--- src/rtl/tag_arbiter_if.sv ---
// Tag readout channel: valid/ready handshake carrying source code and timestamp.
interface tag_arbiter_if #(
  parameter int CNT_W = 32
);
  logic             tag_valid;
  logic             tag_ready;
  logic [1:0]       tag_src;
  logic [CNT_W-1:0] tag_cnt;

  modport master (output tag_valid, tag_src, tag_cnt, input tag_ready);
  modport slave  (input tag_valid, tag_src, tag_cnt, output tag_ready);
endinterface

--- src/rtl/tag_arbiter.sv ---
// Timestamps rising edges of two trigger sources against a PPS-aligned counter and
// issues them one at a time on a shared tag channel with round-robin and dead time.
module tag_arbiter #(
  parameter int CNT_W    = 32,
  parameter int DEAD_CYC = 4
) (
  input  logic          clk,
  input  logic          rst,
  input  logic          en,
  input  logic          pps,
  input  logic          trig_a,
  input  logic          trig_b,
  tag_arbiter_if.master tag,
  output logic          lost,
  output logic [7:0]    lost_cnt,
  output logic          busy
);

  typedef enum logic [1:0] {
    IDLE = 2'd0,
    OUT  = 2'd1,
    DEAD = 2'd2
  } state_t;

  localparam int DW = (DEAD_CYC > 1) ? $clog2(DEAD_CYC) : 1;

  state_t           state;
  logic [DW-1:0]    dead_ctr;
  logic             trig_a_d;
  logic             trig_b_d;
  logic             pps_d;
  logic [CNT_W-1:0] cnt;
  logic             pend_a;
  logic             pend_b;
  logic [CNT_W-1:0] ts_a;
  logic [CNT_W-1:0] ts_b;
  logic             rr_b_first;

  logic             edge_a;
  logic             edge_b;
  logic             pps_edge;
  logic             grant_a;
  logic             grant_b;
  logic             drop_a;
  logic             drop_b;
  logic [8:0]       lost_sum;

  assign edge_a   = trig_a & ~trig_a_d & en;
  assign edge_b   = trig_b & ~trig_b_d & en;
  assign pps_edge = pps & ~pps_d;

  // NOTE: every signal gets a default before the decision tree so no latch is inferred.
  always_comb begin
    grant_a = 1'b0;
    grant_b = 1'b0;
    if (state == IDLE) begin
      if (pend_a && pend_b) begin
        if (ts_a == ts_b) begin
          grant_a = 1'b1;
          grant_b = 1'b1;
        end else if (rr_b_first) begin
          grant_b = 1'b1;
        end else begin
          grant_a = 1'b1;
        end
      end else begin
        grant_a = pend_a;
        grant_b = pend_b;
      end
    end
  end

  // A slot being granted this cycle is free for a new edge, so that edge is not a loss.
  assign drop_a   = edge_a & pend_a & ~grant_a;
  assign drop_b   = edge_b & pend_b & ~grant_b;
  assign lost_sum = {1'b0, lost_cnt} + {8'd0, drop_a} + {8'd0, drop_b};

  assign busy = (state != IDLE) | pend_a | pend_b;

  // NOTE: sequential state uses non-blocking assignments so all registers see pre-edge values.
  always_ff @(posedge clk or posedge rst) begin
    if (rst) begin
      trig_a_d <= 1'b0;
      trig_b_d <= 1'b0;
      pps_d    <= 1'b0;
      cnt      <= '0;
    end else begin
      trig_a_d <= trig_a;
      trig_b_d <= trig_b;
      pps_d    <= pps;
      cnt      <= pps_edge ? '0 : cnt + CNT_W'(1);
    end
  end

  always_ff @(posedge clk or posedge rst) begin
    if (rst) begin
      pend_a   <= 1'b0;
      pend_b   <= 1'b0;
      ts_a     <= '0;
      ts_b     <= '0;
      lost     <= 1'b0;
      lost_cnt <= 8'd0;
    end else begin
      if (edge_a && !drop_a) begin
        pend_a <= 1'b1;
        ts_a   <= cnt;
      end else if (grant_a) begin
        pend_a <= 1'b0;
      end

      if (edge_b && !drop_b) begin
        pend_b <= 1'b1;
        ts_b   <= cnt;
      end else if (grant_b) begin
        pend_b <= 1'b0;
      end

      lost     <= drop_a | drop_b;
      lost_cnt <= lost_sum[8] ? 8'hFF : lost_sum[7:0];
    end
  end

  always_ff @(posedge clk or posedge rst) begin
    if (rst) begin
      state         <= IDLE;
      dead_ctr      <= '0;
      rr_b_first    <= 1'b0;
      tag.tag_valid <= 1'b0;
      tag.tag_src   <= 2'b00;
      tag.tag_cnt   <= '0;
    end else begin
      case (state)
        IDLE: begin
          if (grant_a || grant_b) begin
            state         <= OUT;
            tag.tag_valid <= 1'b1;
            tag.tag_src   <= {grant_b, grant_a};
            tag.tag_cnt   <= grant_a ? ts_a : ts_b;
            // Coincidence grants leave the round-robin pointer where it was.
            if (grant_a ^ grant_b) begin
              rr_b_first <= grant_a;
            end
          end
        end
        OUT: begin
          if (tag.tag_ready) begin
            tag.tag_valid <= 1'b0;
            if (DEAD_CYC == 0) begin
              state <= IDLE;
            end else begin
              state    <= DEAD;
              dead_ctr <= DW'(DEAD_CYC - 1);
            end
          end
        end
        DEAD: begin
          if (dead_ctr == '0) begin
            state <= IDLE;
          end else begin
            dead_ctr <= dead_ctr - DW'(1);
          end
        end
        default: state <= IDLE;
      endcase
    end
  end

endmodule

--- src/flat_wrapper.sv ---
// flat-port wrapper written by rule: the top's interface ports become plain ports
module tag_arbiter_flat 
#(
  parameter int CNT_W    = 32,
  parameter int DEAD_CYC = 4
)
  (clk, rst, en, pps, trig_a, trig_b, lost, lost_cnt, busy, tag_tag_valid, tag_tag_src, tag_tag_cnt, tag_tag_ready);
  tag_arbiter_if #(.CNT_W(CNT_W)) tag_i ();
  input  logic clk;
  input  logic rst;
  input  logic en;
  input  logic pps;
  input  logic trig_a;
  input  logic trig_b;
  output logic lost;
  output logic [7:0] lost_cnt;
  output logic busy;
  output wire logic [$bits(tag_i.tag_valid)-1:0] tag_tag_valid;
  output wire logic [$bits(tag_i.tag_src)-1:0] tag_tag_src;
  output wire logic [$bits(tag_i.tag_cnt)-1:0] tag_tag_cnt;
  input wire logic [$bits(tag_i.tag_ready)-1:0] tag_tag_ready;
  assign tag_tag_valid = tag_i.tag_valid;
  assign tag_tag_src = tag_i.tag_src;
  assign tag_tag_cnt = tag_i.tag_cnt;
  assign tag_i.tag_ready = tag_tag_ready;
  tag_arbiter #(.CNT_W(CNT_W), .DEAD_CYC(DEAD_CYC)) u_core (.clk(clk), .rst(rst), .en(en), .pps(pps), .trig_a(trig_a), .trig_b(trig_b), .tag(tag_i), .lost(lost), .lost_cnt(lost_cnt), .busy(busy));
endmodule
--- config.mk ---
export PLATFORM = sky130hd
export DESIGN_NAME = tag_arbiter_flat
export DESIGN_NICKNAME = d
export VERILOG_FILES = /design/src/rtl/tag_arbiter_if.sv /design/src/rtl/tag_arbiter.sv /design/src/flat_wrapper.sv
export SDC_FILE = /design/constraint.sdc
export NUM_CORES = 1
export LEC_CHECK = 0
export CAP_MARGIN = 20
export CORE_MARGIN = 1
export CORE_UTILIZATION = 50
export DETAILED_ROUTE_END_ITERATION = 10
export GPL_TIMING_DRIVEN = 0
export PLACE_DENSITY = 0.7
export SETUP_SLACK_MARGIN = 0.15
export SYNTH_ARGS = -nofsm -noshare
export SYNTH_HDL_FRONTEND = slang
export SYNTH_SLANG_ARGS = --single-unit
--- constraint.sdc ---
create_clock -name clk -period 6 [get_ports clk]
set_input_delay 1.2 -clock clk [delete_from_list [all_inputs] [get_ports clk]]
set_output_delay 1.2 -clock clk [all_outputs]
set_load 0.005 [all_outputs]
* Word-level counts from Yosys, hierarchy flattened
Cells that the tools add are included.
W data, S select, Z words.
** Cells by class
- $add $sub $neg :: 4
- Eq/ne operators :: 7
- Multiplexer cells :: 25
- Bitwise logic cells :: 18
- Reduce and logical (&&, ||, !) cells :: 18
** Operators with widths (number)
- $mux W32 :: 2
- $add A32 B1 Y32 const B :: 1
- $eq A32 B32 Y1 :: 1
- $mux W1 :: 14
- $reduce_and A3 Y1 :: 4
- $mux W2 :: 5
- $reduce_bool A2 Y1 :: 5
- $add A8 B1 Y9 :: 1
- $add A9 B1 Y9 :: 1
- $and A1 B1 Y1 :: 9
- $mux W8 :: 1
- $ne A2 B2 Y1 const B :: 3
- $pmux W2 S3 :: 1
- $not A1 Y1 :: 5
- $logic_not A2 Y1 :: 2
- $pmux W2 S2 :: 1
- $logic_and A1 B1 Y1 :: 3
- $or A1 B1 Y1 :: 3
- $eq A2 B1 Y1 const B :: 1
- $eq A2 B2 Y1 const B :: 1
- $logic_not A1 Y1 :: 2
- $ne A2 B1 Y1 const B :: 1
- $pmux W1 S2 :: 1
- $reduce_and A2 Y1 :: 1
- other kinds (3) :: 3
** Storage, ports and cells
- Bits in registers :: 150
- Output and inout bits :: 45
- Word-level logic and storage cells :: 88

* Longest topological paths before layout
Gate-level depths: netlist of run 1.
- Depth after elaboration :: 9
- Mapped depth :: 14
- Mapped depth without buffers :: 12

* Worst setup path after synthesis of run 1
No wires, ideal clock.
- Path kind :: register to register
- From :: register u_core.ts_a[5]
- To :: register u_core.lost_cnt[2]
- Setup time :: 0.134 ns
- Arrival time :: 2.766 ns
- Data required time :: 5.866 ns
- Path slack :: 3.100 ns
- Cell stages (with the launch flop) :: 14
- Clock period less this slack :: 2.900 ns
- Cell sequence :: dfrtp_1 -> xnor2_1 -> nand4_1 -> nor4_1 -> nand2_1 -> buf_6 -> a31oi_1 -> nor2_1 -> fa_1 -> and3_1 -> and3_1 -> clkbuf_1 -> nand4_1 -> o21ai_0
** On the way
- Longest elaborated chain between the ends :: 9
- Elaborated cells on any way between the ends :: 14
- Classes of those cells :: add/sub: 2; eq/ne: 1; mux: 7; bitwise: 4
** Ends and longest elaborated chain
- from (decl) :: line tag_arbiter.sv:35 : logic [CNT_W-1:0] ts_a;
- from (signal assigned) :: line tag_arbiter.sv:106 : ts_a <= cnt;
- $eq A32 B32 Y1 (*) :: line tag_arbiter.sv:58 : if (ts_a == ts_b) begin
- $mux W1 :: line tag_arbiter.sv:58
- $mux W1 :: line tag_arbiter.sv:57 : if (pend_a && pend_b) begin
- $mux W1 :: line tag_arbiter.sv:56 : if (state == IDLE) begin
- $not A1 Y1 :: line tag_arbiter.sv:74 : assign drop_a = edge_a & pend_a & ~grant_a;
- $and A1 B1 Y1 :: line tag_arbiter.sv:74
- $add A8 B1 Y9 :: line tag_arbiter.sv:76 : assign lost_sum = {1'b0, lost_cnt} + {8'd0, drop_a} + {8'd0, drop_b};
- $add A9 B1 Y9 (*) :: line tag_arbiter.sv:76
- $mux W8 (*) :: line tag_arbiter.sv:119 : lost_cnt <= lost_sum[8] ? 8'hFF : lost_sum[7:0];
- to (signal assigned) :: line tag_arbiter.sv:119
- to (decl) :: line tag_arbiter.sv:15 : output logic [7:0] lost_cnt,
Mark *: on every way between the ends. The rest lies on a longest branch, timed or not.
A chain may end at the register's enable or synchronous reset.

* Worst setup path after layout of run 1
- From :: register u_core.ts_a[1]
- To :: register u_core.tag.tag_cnt[3]
** On the way
- Longest elaborated chain between the ends :: 6
- Elaborated cells on any way between the ends :: 10
- Classes of those cells :: eq/ne: 1; mux: 7; reduce/logical: 2
** Ends and longest elaborated chain
- $eq A32 B32 Y1 (*) :: line tag_arbiter.sv:58
- $mux W1 :: line tag_arbiter.sv:58
- $mux W1 :: line tag_arbiter.sv:57
- $mux W1 :: line tag_arbiter.sv:56
- $logic_or A1 B1 Y1 :: line tag_arbiter.sv:134 : if (grant_a || grant_b) begin
- $reduce_and A2 Y1 (no source line)
- to (signal assigned) :: line tag_arbiter.sv:138 : tag.tag_cnt <= grant_a ? ts_a : ts_b;
- to (decl) :: line tag_arbiter_if.sv:10 : modport master (output tag_valid, tag_src, tag_cnt, input tag_ready);
Marks and branches as above.

==> results by group, run 1 <==
Status
  – Status: complete, no violations

Synth
  – Synth top cells by count: dfrtp_1, nor3_1, nor2_1, mux2_2
  – Simple-Gate Fraction of Synth Area: 0.1815
  – Per-instance average area after synthesis: 10.43 um^2
  – Top-count cell post-synth: dfrtp_1
  – Post-Syn Instances: 686
  – Largest area contributor in the netlist: dfrtp_1
  – Largest family of logic cells by synthesized area: simple AND/OR/NAND/NOR gates
  – Area share of the largest cell type after synthesis: 0.5245
  – Synth cell types: 40
  – Ys async rst share: 1.000
  – Syn. warnings: 0
  – Post-Syn Nets: 697
  – Mux contribution to synthesized area: 0.1007
  – Register area share after synthesis: 0.5245
  – Top cells by area, synth: dfrtp_1, mux2_2, nor3_1
  – Compound-cell area share of the yosys netlist: 0.08112
  – Post-Synth Adder-Cell Area: 0.008042
  – Top FF cell, synth: dfrtp_1
  – Yosys reg bits: 150
  – Post-synth EDFFs: 0
  – Mapped cell area: 7157 um^2
  – XOR/XNOR Fraction of Synth Area: 0.07220

Hold path
  – Worst Hold Class: reg -> reg

Worst setup path
  – Crit end category: flip-flop
  – Arrival time worst endpoint: 4.24 ns
  – Critical Path RT: 6.34 ns
  – Crit path max-delay cell type: dfrtp_1
  – Crit path buffers/inverters: 3
  – Critical Path Fanout Max: 10
  – Startpoint Class: flip-flop
  – Delay-heaviest family, CP: simple AND/OR/NAND/NOR gates
  – Crit path kind: reg -> reg
  – Delay of the slowest critical-path stage: 0.41 ns
  – Critical Path, Cell by Cell: xnor2_1 > nand4_1 > nor4_1 > nand2_1 > buf_6 > nand2_1 > nand3_1 > ha_1 > or3_1 > clkbuf_1 > clkbuf_1 > nor2_1 > a21oi_1 > nor3_1

Route
  – Via count: 5618
  – DR vias/cell: 5.920
  – DR WL/cell: 18.96 um
  – First drt pass iteration count: 5
  – Post-DRT Antenna Nets: 0
  – Drt initial violations: 394
  – Drt total wl: 18000 um
  – DRC violations left: 0

Timing
  – Slew headroom: 0.4595
  – Clock skew: 0.006050 ns
  – Total negative slack: 0 ns
  – # setup viols final: 0
  – Least-Margin Pin Slew: 0.8108 ns
  – Final Hold Vio Count: 0
  – Fmax: 256.4 MHz
  – Tcrit/Tclk final: 0.6501
  – Unrepaired setup endpoints after global routing: false
  – Max-slew violation count: 0
  – Fin crit period: 3.901 ns

Clock network
  – CTS buffer count: 17
  – Clock Path Buffers: 2
  – Hold_buf cts: 0
  – Sink Count: 150
  – CTS clock-pin slew for the worst setup and hold paths: 0.06 ns
  – Root Driver: clkbuf_16
  – CTS resizes: 0
  – Latest clock arrival within the worst-skew pair: 0.43 ns
  – H-tree depth: 4
  – Post-CTS Repair Setup Buffers: 0
  – CTS tree: yes

Floorplanning
  – Count of boundary I/O pins: 52
  – Rows: 43
  – Core region area: 13930 um^2
  – Starting Density: 0.5136
  – Die Ht: 121.6 um
  – Die area: 14800 um^2
  – Die boundary width: 121.6 um

Placement
  – RePlAce Congestion: 0.8208
  – Post-DP HPWL: 12170 um
  – # port buffers: 51
  – Area after DPL: 7925 um^2

Power and ir drop
  – Max VDD drop: 295.5 uV
  – Power per cell area: 395.3 nW/um^2
  – Leakage power: 3.670 nW

GRT
  – Largest net degree at the start of global routing: 88
  – First-pass GRT wire length: 29190 um
  – Gr ovfl total: 0
  – Initial antenna violation count: 0
  – GR Util All Layers: 0.2640
  – Vias in the first global route: 5585

Cells and area
  – # diodes: 0
  – Fill cell count: 1130
  – Post-route cell area: 8448 um^2
  – Syn-to-layout area delta: 18.04%
  – NumNets Final: 768
  – Share of layout cells above drive strength 1: 0.1248

Flow run
  – Max-cap viol count: 0
-- through the flow --
step	setup slack [ns]	util	cells	power, W	hold slack (ns)
global placement	-1.077	0.5664	917	0.002342	0.4882
finish	2.099	0.6063	949	0.003340	0.5205
global route	1.811	0.6063	949	0.003513	0.5477
CTS	2.155	0.6063	949	0.003339	0.5184
floorplan	0.7636	-	686	0.001924	0.4828
detailed placement	2.185	0.5687	918	0.002375	0.5054
-- cells by family (layout without fill, tap and decap cells) --
logic type | Yosys count | after routing
XOR/XNOR | 59 | 59
multiplexers | 64 | 64
adder cells (fa/ha/maj) | 4 | 4
AO/OA/AOI/OAI | 97 | 97
buffers and inverters | 47 | 130
flip-flops | 150 | 150
AND/OR/NAND/NOR | 265 | 265
-- cell usage in the layout (no fill, tap or decap), types with 2 or more instances in the layout --
cell,n
clkinv_2,4
dfrtp_1,150
xnor2_1,44
xor2_1,15
and4_1,3
nand4_1,16
clkbuf_16,17
ha_1,3
buf_6,7
o22ai_1,33
nand2_1,25
or3_1,9
clkdlybuf4s50_1,51
and2_1,4
inv_1,6
clkbuf_1,38
and3_1,6
mux2_1,8
nand3b_1,2
nand3_1,14
nor2_1,68
a21oi_1,44
or2_2,2
nor4_1,3
mux2_2,56
clkbuf_8,4
nor2b_1,5
nand2b_1,5
o21ai_0,11
nor3_1,100
-- sequential cells by signal (all words and copies together) (netlist names), 2 cells and up --
register and flops:
u_core.ts_b 32, u_core.dead_ctr 2, u_core.lost_cnt 8, u_core.ts_a 32, u_core.cnt 32, u_core.state 2, u_core.tag.tag_src 2, u_core.tag.tag_cnt 32
-- worst reg2reg max path, cell delays in order, from the launching register on --
cell      delay, ns
dfrtp_1        0.41
xnor2_1        0.40
nand4_1        0.23
nor4_1         0.38
nand2_1        0.23
buf_6          0.21
nand2_1        0.13
nand3_1        0.10
ha_1           0.26
or3_1          0.39
clkbuf_1       0.28
clkbuf_1       0.33
nor2_1         0.17
a21oi_1        0.05
nor3_1         0.22
-- metal layers --
layer,share of wire,track usage
met1,0.43,0.3504
met2,0.49,0.4094
met3,0.055,0.05758
met4,0.032,0.1312
met5,0,0
-- path summary, 6_finish.rpt --
path	start	slack (ns)	to	depth (start not counted)
max in group asynchronous	rst	3.91	u_core.tag.tag_cnt[13]$_DFFE_PP0P_	3
min in group asynchronous	rst	1.29	u_core.tag.tag_cnt[3]$_DFFE_PP0P_	2
worst min-delay path	u_core.tag.tag_src[0]$_DFFE_PP0P_	0.52	u_core.tag.tag_src[0]$_DFFE_PP0P_	1
worst min register to register	u_core.tag.tag_src[0]$_DFFE_PP0P_	0.52	u_core.tag.tag_src[0]$_DFFE_PP0P_	1
worst max-delay path	u_core.ts_a[1]$_DFFE_PP0P_	2.10	u_core.tag.tag_cnt[3]$_DFFE_PP0P_	14
worst max register to register	u_core.ts_a[1]$_DFFE_PP0P_	2.10	u_core.tag.tag_cnt[3]$_DFFE_PP0P_	14
-- where the power goes --
part / total (W) / switching, W / internal (W)
Sequential: 0.00129 / 0.000128 / 0.00116
Clock: 0.000963 / 0.000397 / 0.000567
Combinational: 0.00109 / 0.000640 / 0.000449
Total: 0.00334 / 0.00116 / 0.00217
-- final cells by class --
class | instances | area [um^2] | area share
clock inverter | 4 | 20.02 | 0.002370
timing repair buffer | 52 | 538.0 | 0.06368
buffer | 40 | 202.7 | 0.02399
multi-input combinational | 489 | 3174 | 0.3757
clock buffer | 27 | 503.0 | 0.05954
sequential | 150 | 3754 | 0.4443
tap | 180 | 225.2 | 0.02666
inverter | 7 | 31.28 | 0.003703
No activity file was read; power rests on OpenSTA's default activity.
==> run 2: changes to the inputs <==
==> constraint.sdc (replaced) <==
create_clock -name clk -period 3.8 [get_ports clk]
set_input_delay 0.76 -clock clk [delete_from_list [all_inputs] [get_ports clk]]
set_output_delay 0.76 -clock clk [all_outputs]
set_load 0.005 [all_outputs]
==> run 2 against run 1 <==
Compared with the run above:
- total power rose by 65%
- register-to-register slack got worse by 1.8 ns
- critical path depth did not move
- wire length fell by 0.36%
- clock skew rose by 0.0014 ns
- combinational power rose by 63%
- first-iteration DRC count fell by 13%
- global-route usage fell by 0.43 points
- cell area rose by 3.0%
- die area did not move
- final cell count rose by 0.42%
==> results by group, run 2 (same netlist as run 1, synthesis figures left out) <==
Status
  – Status: complete, no violations (unchanged)

GRT
  – Initial antenna violation count: 0 (unchanged)
  – Vias in the first global route: 5518 (was 5585)
  – GR Util All Layers: 0.2596 (was 0.2640)
  – First-pass GRT wire length: 28720 um (was 29190 um)
  – Gr ovfl total: 0 (unchanged)
  – Largest net degree at the start of global routing: 42 (was 88)

Cells and area
  – # diodes: 0 (unchanged)
  – NumNets Final: 771 (was 768)
  – Syn-to-layout area delta: 21.57% (was 18.04%)
  – Share of layout cells above drive strength 1: 0.1578 (was 0.1248)
  – Leading cell types in the layout, fill and taps excluded: dfrtp_1, nor3_1, nor2_1 (unchanged)
  – Post-route cell area: 8701 um^2 (was 8448 um^2)
  – Most common cell after layout, fill and taps aside: dfrtp_1 (unchanged)

Clock network
  – Clock Path Buffers: 2 (unchanged)
  – CTS buffer count: 17 (unchanged)
  – Hold_buf cts: 0 (unchanged)
  – Latest clock arrival within the worst-skew pair: 0.42 ns (was 0.43 ns)
  – Sink Count: 150 (unchanged)
  – H-tree depth: 4 (unchanged)
  – CTS tree: yes (unchanged)
  – Root Driver: clkbuf_16 (unchanged)
  – CTS clock-pin slew for the worst setup and hold paths: 0.06 ns (about the same)

Placement
  – Post-DP HPWL: 12460 um (was 12170 um)
  – Post-place setup slack: 0.02618 ns (was 2.185 ns)
  – Area after DPL: 7984 um^2 (was 7925 um^2)
  – # port buffers: 51 (unchanged)
  – RePlAce Congestion: 0.8339 (was 0.8208)

Timing
  – Slew headroom: 0.5381 (was 0.4595)
  – Fin crit period: 3.487 ns (was 3.901 ns)
  – Tcrit/Tclk final: 0.9176 (was 0.6501)
  – # setup viols final: 0 (unchanged)
  – Clock skew: 0.007456 ns (was 0.006050 ns)
  – Max-slew violation count: 0 (unchanged)
  – Fmax: 286.8 MHz (was 256.4 MHz)
  – Final Hold Vio Count: 0 (unchanged)
  – Total negative slack: 0 ns (unchanged)
  – Unrepaired setup endpoints after global routing: false (unchanged)
  – Least-Margin Pin Slew: 0.6914 ns (was 0.8108 ns)
  – Fin worst setup slack: 0.3133 ns (was 2.099 ns)

Worst setup path
  – Reg-to-reg setup timing slack: 0.31 ns (was 2.10 ns)
  – Critical Path RT: 4.13 ns (was 6.34 ns)
  – Crit end category: flip-flop (unchanged)
  – Delay of the slowest critical-path stage: 0.42 ns (was 0.41 ns)
  – Critical Path Start: u_core.ts_a[25]$_DFFE_PP0P_ (was u_core.ts_a[1]$_DFFE_PP0P_)
  – Delay-heaviest family, CP: simple AND/OR/NAND/NOR gates (unchanged)
  – RR Startpoint: u_core.ts_a[25]$_DFFE_PP0P_ (was u_core.ts_a[1]$_DFFE_PP0P_)
  – Critical Path Fanout Max: 10 (unchanged)
  – Arrival time worst endpoint: 3.81 ns (was 4.24 ns)
  – Path depth of the worst reg2reg path: 14 (unchanged)
  – Worst Setup EP: u_core.tag.tag_cnt[1]$_DFFE_PP0P_ (was u_core.tag.tag_cnt[3]$_DFFE_PP0P_)
  – Crit path max-delay cell type: dfrtp_1 (unchanged)
  – Critical Path, Cell by Cell: xnor2_1 > nand4_1 > nor4_4 > nand2_2 > buf_6 > nand2_1 > nand3_1 > ha_1 > or3_1 > clkbuf_2 > buf_2 > nor2_1 > a21oi_1 > nor3_1 (was xnor2_1 > nand4_1 > nor4_1 > nand2_1 > buf_6 > nand2_1 > nand3_1 > ha_1 > or3_1 > clkbuf_1 > clkbuf_1 > nor2_1 > a21oi_1 > nor3_1)
  – Crit path buffers/inverters: 3 (unchanged)
  – Crit path kind: reg -> reg (unchanged)
  – Startpoint Class: flip-flop (unchanged)
  – Reg2reg end: u_core.tag.tag_cnt[1]$_DFFE_PP0P_ (was u_core.tag.tag_cnt[3]$_DFFE_PP0P_)
  – Worst path depth: 14 (unchanged)

Route
  – Post-DRT Antenna Nets: 0 (unchanged)
  – DRC violations left: 0 (unchanged)
  – Drt total wl: 17930 um (was 18000 um)
  – First drt pass iteration count: 5 (unchanged)
  – Via count: 5604 (was 5618)
  – Drt initial violations: 341 (was 394)
  – DR vias/cell: 5.880 (was 5.920)
  – DR WL/cell: 18.82 um (was 18.96 um)

Power and ir drop
  – Power per cell area: 633.5 nW/um^2 (was 395.3 nW/um^2)
  – Leakage power: 3.763 nW (was 3.670 nW)
  – Max VDD drop: 309.2 uV (was 295.5 uV)

Floorplanning
  – Count of boundary I/O pins: 52 (unchanged)
  – Die area: 14800 um^2 (unchanged)
  – Core region area: 13930 um^2 (unchanged)
  – Die Ht: 121.6 um (unchanged)
  – Starting Density: 0.5136 (unchanged)
  – Die boundary width: 121.6 um (unchanged)
  – Rows: 43 (unchanged)

Flow run
  – Max-cap viol count: 0 (unchanged)

Hold path
  – Worst Hold Class: reg -> reg (unchanged)
[run 2: layer usage]
metal,vias up,share of wire,global-route usage
met5,-,0,0
li1,2605,-,-
met4,0,0.027,0.1235
met1,2792,0.44,0.3349
met2,174,0.48,0.4162
met3,33,0.055,0.05712
[run 2: layout make-up]
type	instances	area [um^2]
Tap cell	180	225.2
Fill cell	1129	5234
Multi-Input combinational cell	489	3292
Buffer	40	206.4
Clock inverter	8	93.84
Sequential cell	150	3754
Inverter	7	30.03
Timing Repair Buffer	55	598.1
Clock buffer	24	501.7
[run 2: how the worst min path moves through the flow]
stage / from / endpoint / slack (ns) / cells after the start
2_1_floorplan: u_core.cnt[0]$_DFF_PP0_ / u_core.cnt[0]$_DFF_PP0_ / 0.48 / 1
3_3_place_gp: u_core.tag.tag_src[0]$_DFFE_PP0P_ / u_core.tag.tag_src[0]$_DFFE_PP0P_ / 0.49 / 1
3_5_place_dp: u_core.lost_cnt[7]$_DFF_PP0_ / u_core.lost_cnt[7]$_DFF_PP0_ / 0.52 / 1
4_1_cts: u_core.lost_cnt[7]$_DFF_PP0_ / u_core.lost_cnt[7]$_DFF_PP0_ / 0.54 / 1
5_1_grt: u_core.lost_cnt[7]$_DFF_PP0_ / u_core.lost_cnt[7]$_DFF_PP0_ / 0.58 / 1
6_report: u_core.lost_cnt[7]$_DFF_PP0_ / u_core.lost_cnt[7]$_DFF_PP0_ / 0.54 / 1
[run 2: report_power, final]
group          internal (W)  switching (W)  total, W
clock               0.00105       0.000638   0.00169
combinational      0.000749        0.00103   0.00178
sequential          0.00183       0.000211   0.00204
total               0.00363        0.00188   0.00551
[run 2: what timing repair did]
item,CTS,global route
setup endpoints to repair,35,42
resized for setup,5,17
setup buffers,0,0
pin swaps,0,5
[run 2: metrics by stage]
step                hold WS, ns  power [W]  utilization  cells
finish                   0.5371   0.005512       0.6244    953
global route             0.5770   0.005769       0.6244    953
CTS                      0.5350   0.005464       0.6174    953
detailed placement       0.5195   0.003756       0.5730    921
global placement         0.4882   0.003697       0.5667    917
floorplan                0.4828   0.003038            -    686
==> run 3: changes to the inputs <==
--- a/config.mk
+++ b/config.mk
@@ -12,6 +12,7 @@
 export GPL_TIMING_DRIVEN = 0
 export PLACE_DENSITY = 0.7
 export SETUP_SLACK_MARGIN = 0.15
+export SLEW_MARGIN = 40
 export SYNTH_ARGS = -nofsm -noshare
 export SYNTH_HDL_FRONTEND = slang
 export SYNTH_SLANG_ARGS = --single-unit
==> run 3 against run 2 <==
Compared with the run above:
- wire length grew 1.2%
- core utilization grew 0.16 points
- die area is the same
- non-clock buffer count grew 4
- worst setup slack gained 0.0096 ns
- via count grew 0.62%
- maximum frequency grew 0.28%
- critical path type unchanged
- critical path depth is the same
==> results by group, run 3 (same netlist as run 1, synthesis figures left out) <==
GRT
  – Vias in the first global route: 5548 (was 5518)
  – Initial antenna violation count: 0 (unchanged)
  – Met1 usage: 0.3414 (was 0.3349)
  – Largest net degree at the start of global routing: 27 (was 42)
  – Gr ovfl total: 0 (unchanged)
  – Met2 GRT Util: 0.4205 (was 0.4162)
  – Top Usage Layer GRT: met2 (unchanged)
  – First-pass GRT wire length: 28900 um (was 28720 um)
  – Grt met3 use: 0.05150 (was 0.05712)
  – GR Util All Layers: 0.2633 (was 0.2596)

Worst setup path
  – Crit path kind: reg -> reg (unchanged)
  – Crit end category: flip-flop (unchanged)
  – Arrival time worst endpoint: 3.79 ns (was 3.81 ns)
  – Startpoint Class: flip-flop (unchanged)
  – Critical Path Fanout Max: 10 (unchanged)
  – Path depth of the worst reg2reg path: 14 (unchanged)
  – Critical Path RT: 4.12 ns (was 4.13 ns)
  – RR Startpoint: u_core.ts_a[27]$_DFFE_PP0P_ (was u_core.ts_a[25]$_DFFE_PP0P_)
  – Reg-to-reg setup timing slack: 0.32 ns (was 0.31 ns)
  – Reg2reg end: u_core.lost_cnt[1]$_DFF_PP0_ (was u_core.tag.tag_cnt[1]$_DFFE_PP0P_)

Floorplanning
  – Count of boundary I/O pins: 52 (unchanged)
  – Starting Density: 0.5136 (unchanged)
  – Rows: 43 (unchanged)
  – Die area: 14800 um^2 (unchanged)
  – Core region area: 13930 um^2 (unchanged)
  – Die boundary width: 121.6 um (unchanged)
  – Die Ht: 121.6 um (unchanged)

Hold path
  – HP Start: u_core.tag.tag_src[0]$_DFFE_PP0P_ (was u_core.lost_cnt[7]$_DFF_PP0_)
  – Hold Path Stages: 1 (unchanged)
  – Hold endpoint: u_core.tag.tag_src[0]$_DFFE_PP0P_ (was u_core.lost_cnt[7]$_DFF_PP0_)
  – Worst Hold Class: reg -> reg (unchanged)

Power and ir drop
  – Clock network power share: 0.309 (was 0.306)
  – P_sw: 0.001881 W (was 0.001884 W)
  – Sw frac: 0.3408 (was 0.3418)
  – Power per cell area: 632.9 nW/um^2 (was 633.5 nW/um^2)
  – Sequential Power Share: 0.368 (was 0.370)
  – Cell Int Power: 0.003640 W (was 0.003628 W)
  – Max VDD drop: 342.9 uV (was 309.2 uV)
  – Power share of the combinational group: 0.322 (was 0.324)
  – Leakage power: 3.787 nW (was 3.763 nW)

Route
  – DRC violations left: 0 (unchanged)
  – Via count: 5639 (was 5604)
  – DR vias/cell: 5.899 (was 5.880)
  – Post-DRT Antenna Nets: 0 (unchanged)
  – Drt initial violations: 340 (was 341)
  – First drt pass iteration count: 5 (unchanged)
  – Drt total wl: 18150 um (was 17930 um)
  – DR WL/cell: 18.98 um (was 18.82 um)

Timing
  – Tcrit/Tclk final: 0.9150 (was 0.9176)
  – Final Hold Vio Count: 0 (unchanged)
  – Max-slew violation count: 0 (unchanged)
  – Clock skew: 0.006164 ns (was 0.007456 ns)
  – Slew headroom: 0.5572 (was 0.5381)
  – Fin crit period: 3.477 ns (was 3.487 ns)
  – Smallest hold slack: 0.5333 ns (was 0.5371 ns)
  – # setup viols final: 0 (unchanged)
  – Fmax: 287.6 MHz (was 286.8 MHz)
  – Least-Margin Pin Slew: 0.6642 ns (was 0.6914 ns)
  – Unrepaired setup endpoints after global routing: false (unchanged)

Placement
  – Post-DP HPWL: 12610 um (was 12460 um)
  – Area after DPL: 8039 um^2 (was 7984 um^2)
  – RePlAce Congestion: 0.8339 (unchanged)
  – # port buffers: 51 (unchanged)

Status
  – Status: complete, no violations (unchanged)

Cells and area
  – Post-route cell area: 8723 um^2 (was 8701 um^2)
  – Leading cell types in the layout, fill and taps excluded: dfrtp_1, nor3_1, nor2_1 (unchanged)
  – # diodes: 0 (unchanged)
  – Most common cell after layout, fill and taps aside: dfrtp_1 (unchanged)
  – Syn-to-layout area delta: 21.89% (was 21.57%)
  – NumNets Final: 775 (was 771)
  – Share of layout cells above drive strength 1: 0.1546 (was 0.1578)

Clock network
  – CTS buffer count: 17 (unchanged)
  – H-tree depth: 4 (unchanged)
  – Root Driver: clkbuf_16 (unchanged)
  – CTS tree: yes (unchanged)
  – Sink Count: 150 (unchanged)
  – Hold_buf cts: 0 (unchanged)
  – Clock Path Buffers: 2 (unchanged)
  – Latest clock arrival within the worst-skew pair: 0.43 ns (was 0.42 ns)
  – CTS clock-pin slew for the worst setup and hold paths: 0.06 ns (about the same)

Flow run
  – Max-cap viol count: 0 (unchanged)
run 3: cell count changes in the layout (fill, tap and decap cells not counted), sizes merged:
cell	previous run	this run
inv	7	6
clkbuf	55	52
buf	13	19
clkinv	5	4
clkinvlp	1	3
run 3: how the worst max path moves through the flow:
stage               cells past startpoint                           endpoint  slack (ns)                        start
finish                                 14       u_core.lost_cnt[1]$_DFF_PP0_        0.32  u_core.ts_a[27]$_DFFE_PP0P_
floorplan                              13       u_core.lost_cnt[2]$_DFF_PP0_        0.90   u_core.ts_a[5]$_DFFE_PP0P_
CTS                                    14  u_core.tag.tag_cnt[0]$_DFFE_PP0P_        0.15  u_core.ts_a[21]$_DFFE_PP0P_
global route                           14       u_core.lost_cnt[1]$_DFF_PP0_        0.15  u_core.ts_a[21]$_DFFE_PP0P_
global placement                        2        u_core.ts_b[20]$_DFFE_PP0P_       -0.05                          rst
detailed placement                     14  u_core.tag.tag_cnt[0]$_DFFE_PP0P_       -0.02  u_core.ts_a[27]$_DFFE_PP0P_
run 3: per-layer routing:
metal | share of wire | vias up
met1 | 0.44 | 2831
met3 | 0.046 | 34
met5 | 0 | -
met4 | 0.030 | 0
li1 | - | 2607
met2 | 0.48 | 167
run 3: power by group through the flow:
stage | sequential, W | clock (W) | combinational [W]
final | 0.00203 | 0.00171 | 0.00178
after global routing | 0.00207 | 0.00179 | 0.00194
after CTS | 0.00203 | 0.00173 | 0.00174
after detailed placement | 0.00205 | 0 | 0.00171
after global placement | 0.00204 | 0 | 0.00165
after floorplan | 0.00202 | 0 | 0.00102
run 3: per-stage QoR:
stage                     TNS (ns)  worst slack [ns]    util  instances  power, W
after floorplan                  0            0.8998       -        686  0.003038
after global placement      -6.172          -0.04898  0.5667        917  0.003697
after detailed placement  -0.02270          -0.02067  0.5769        923  0.003764
after CTS                        0            0.1549  0.6218        954  0.005497
after global routing             0            0.1535  0.6260        956  0.005792
final                            0            0.3228  0.6260        956  0.005521
run 3: what timing repair did:
action | in CTS | in global routing
setup endpoints to repair | 35 | 42
cloned | 0 | 0
buffers inserted | 0 | 2
gates resized for setup | 4 | 15
pin swaps | 0 | 4
run 3: final cells by class:
type                       instances  area (um^2)
buffer                            40        207.7
inverter                           7        30.03
clock inverter                     8        95.09
timing repair buffer              59        668.1
clock buffer                      23        508.0
sequential                       150         3754
tap                              180        225.2
multi-input combinational        489         3236
fill                            1119         5211
run 3: worst max-delay path, stage by stage, from the launching register on:
cell	delay (ns)
dfrtp_1	0.43
xnor2_2	0.28
nand4_1	0.21
nor4_4	0.36
nand2_2	0.16
buf_6	0.18
a21oi_1	0.22
nor2_1	0.09
fa_1	0.44
and3_1	0.25
and3_1	0.19
clkbuf_1	0.15
nand4_1	0.20
buf_4	0.15
nand2_1	0.04
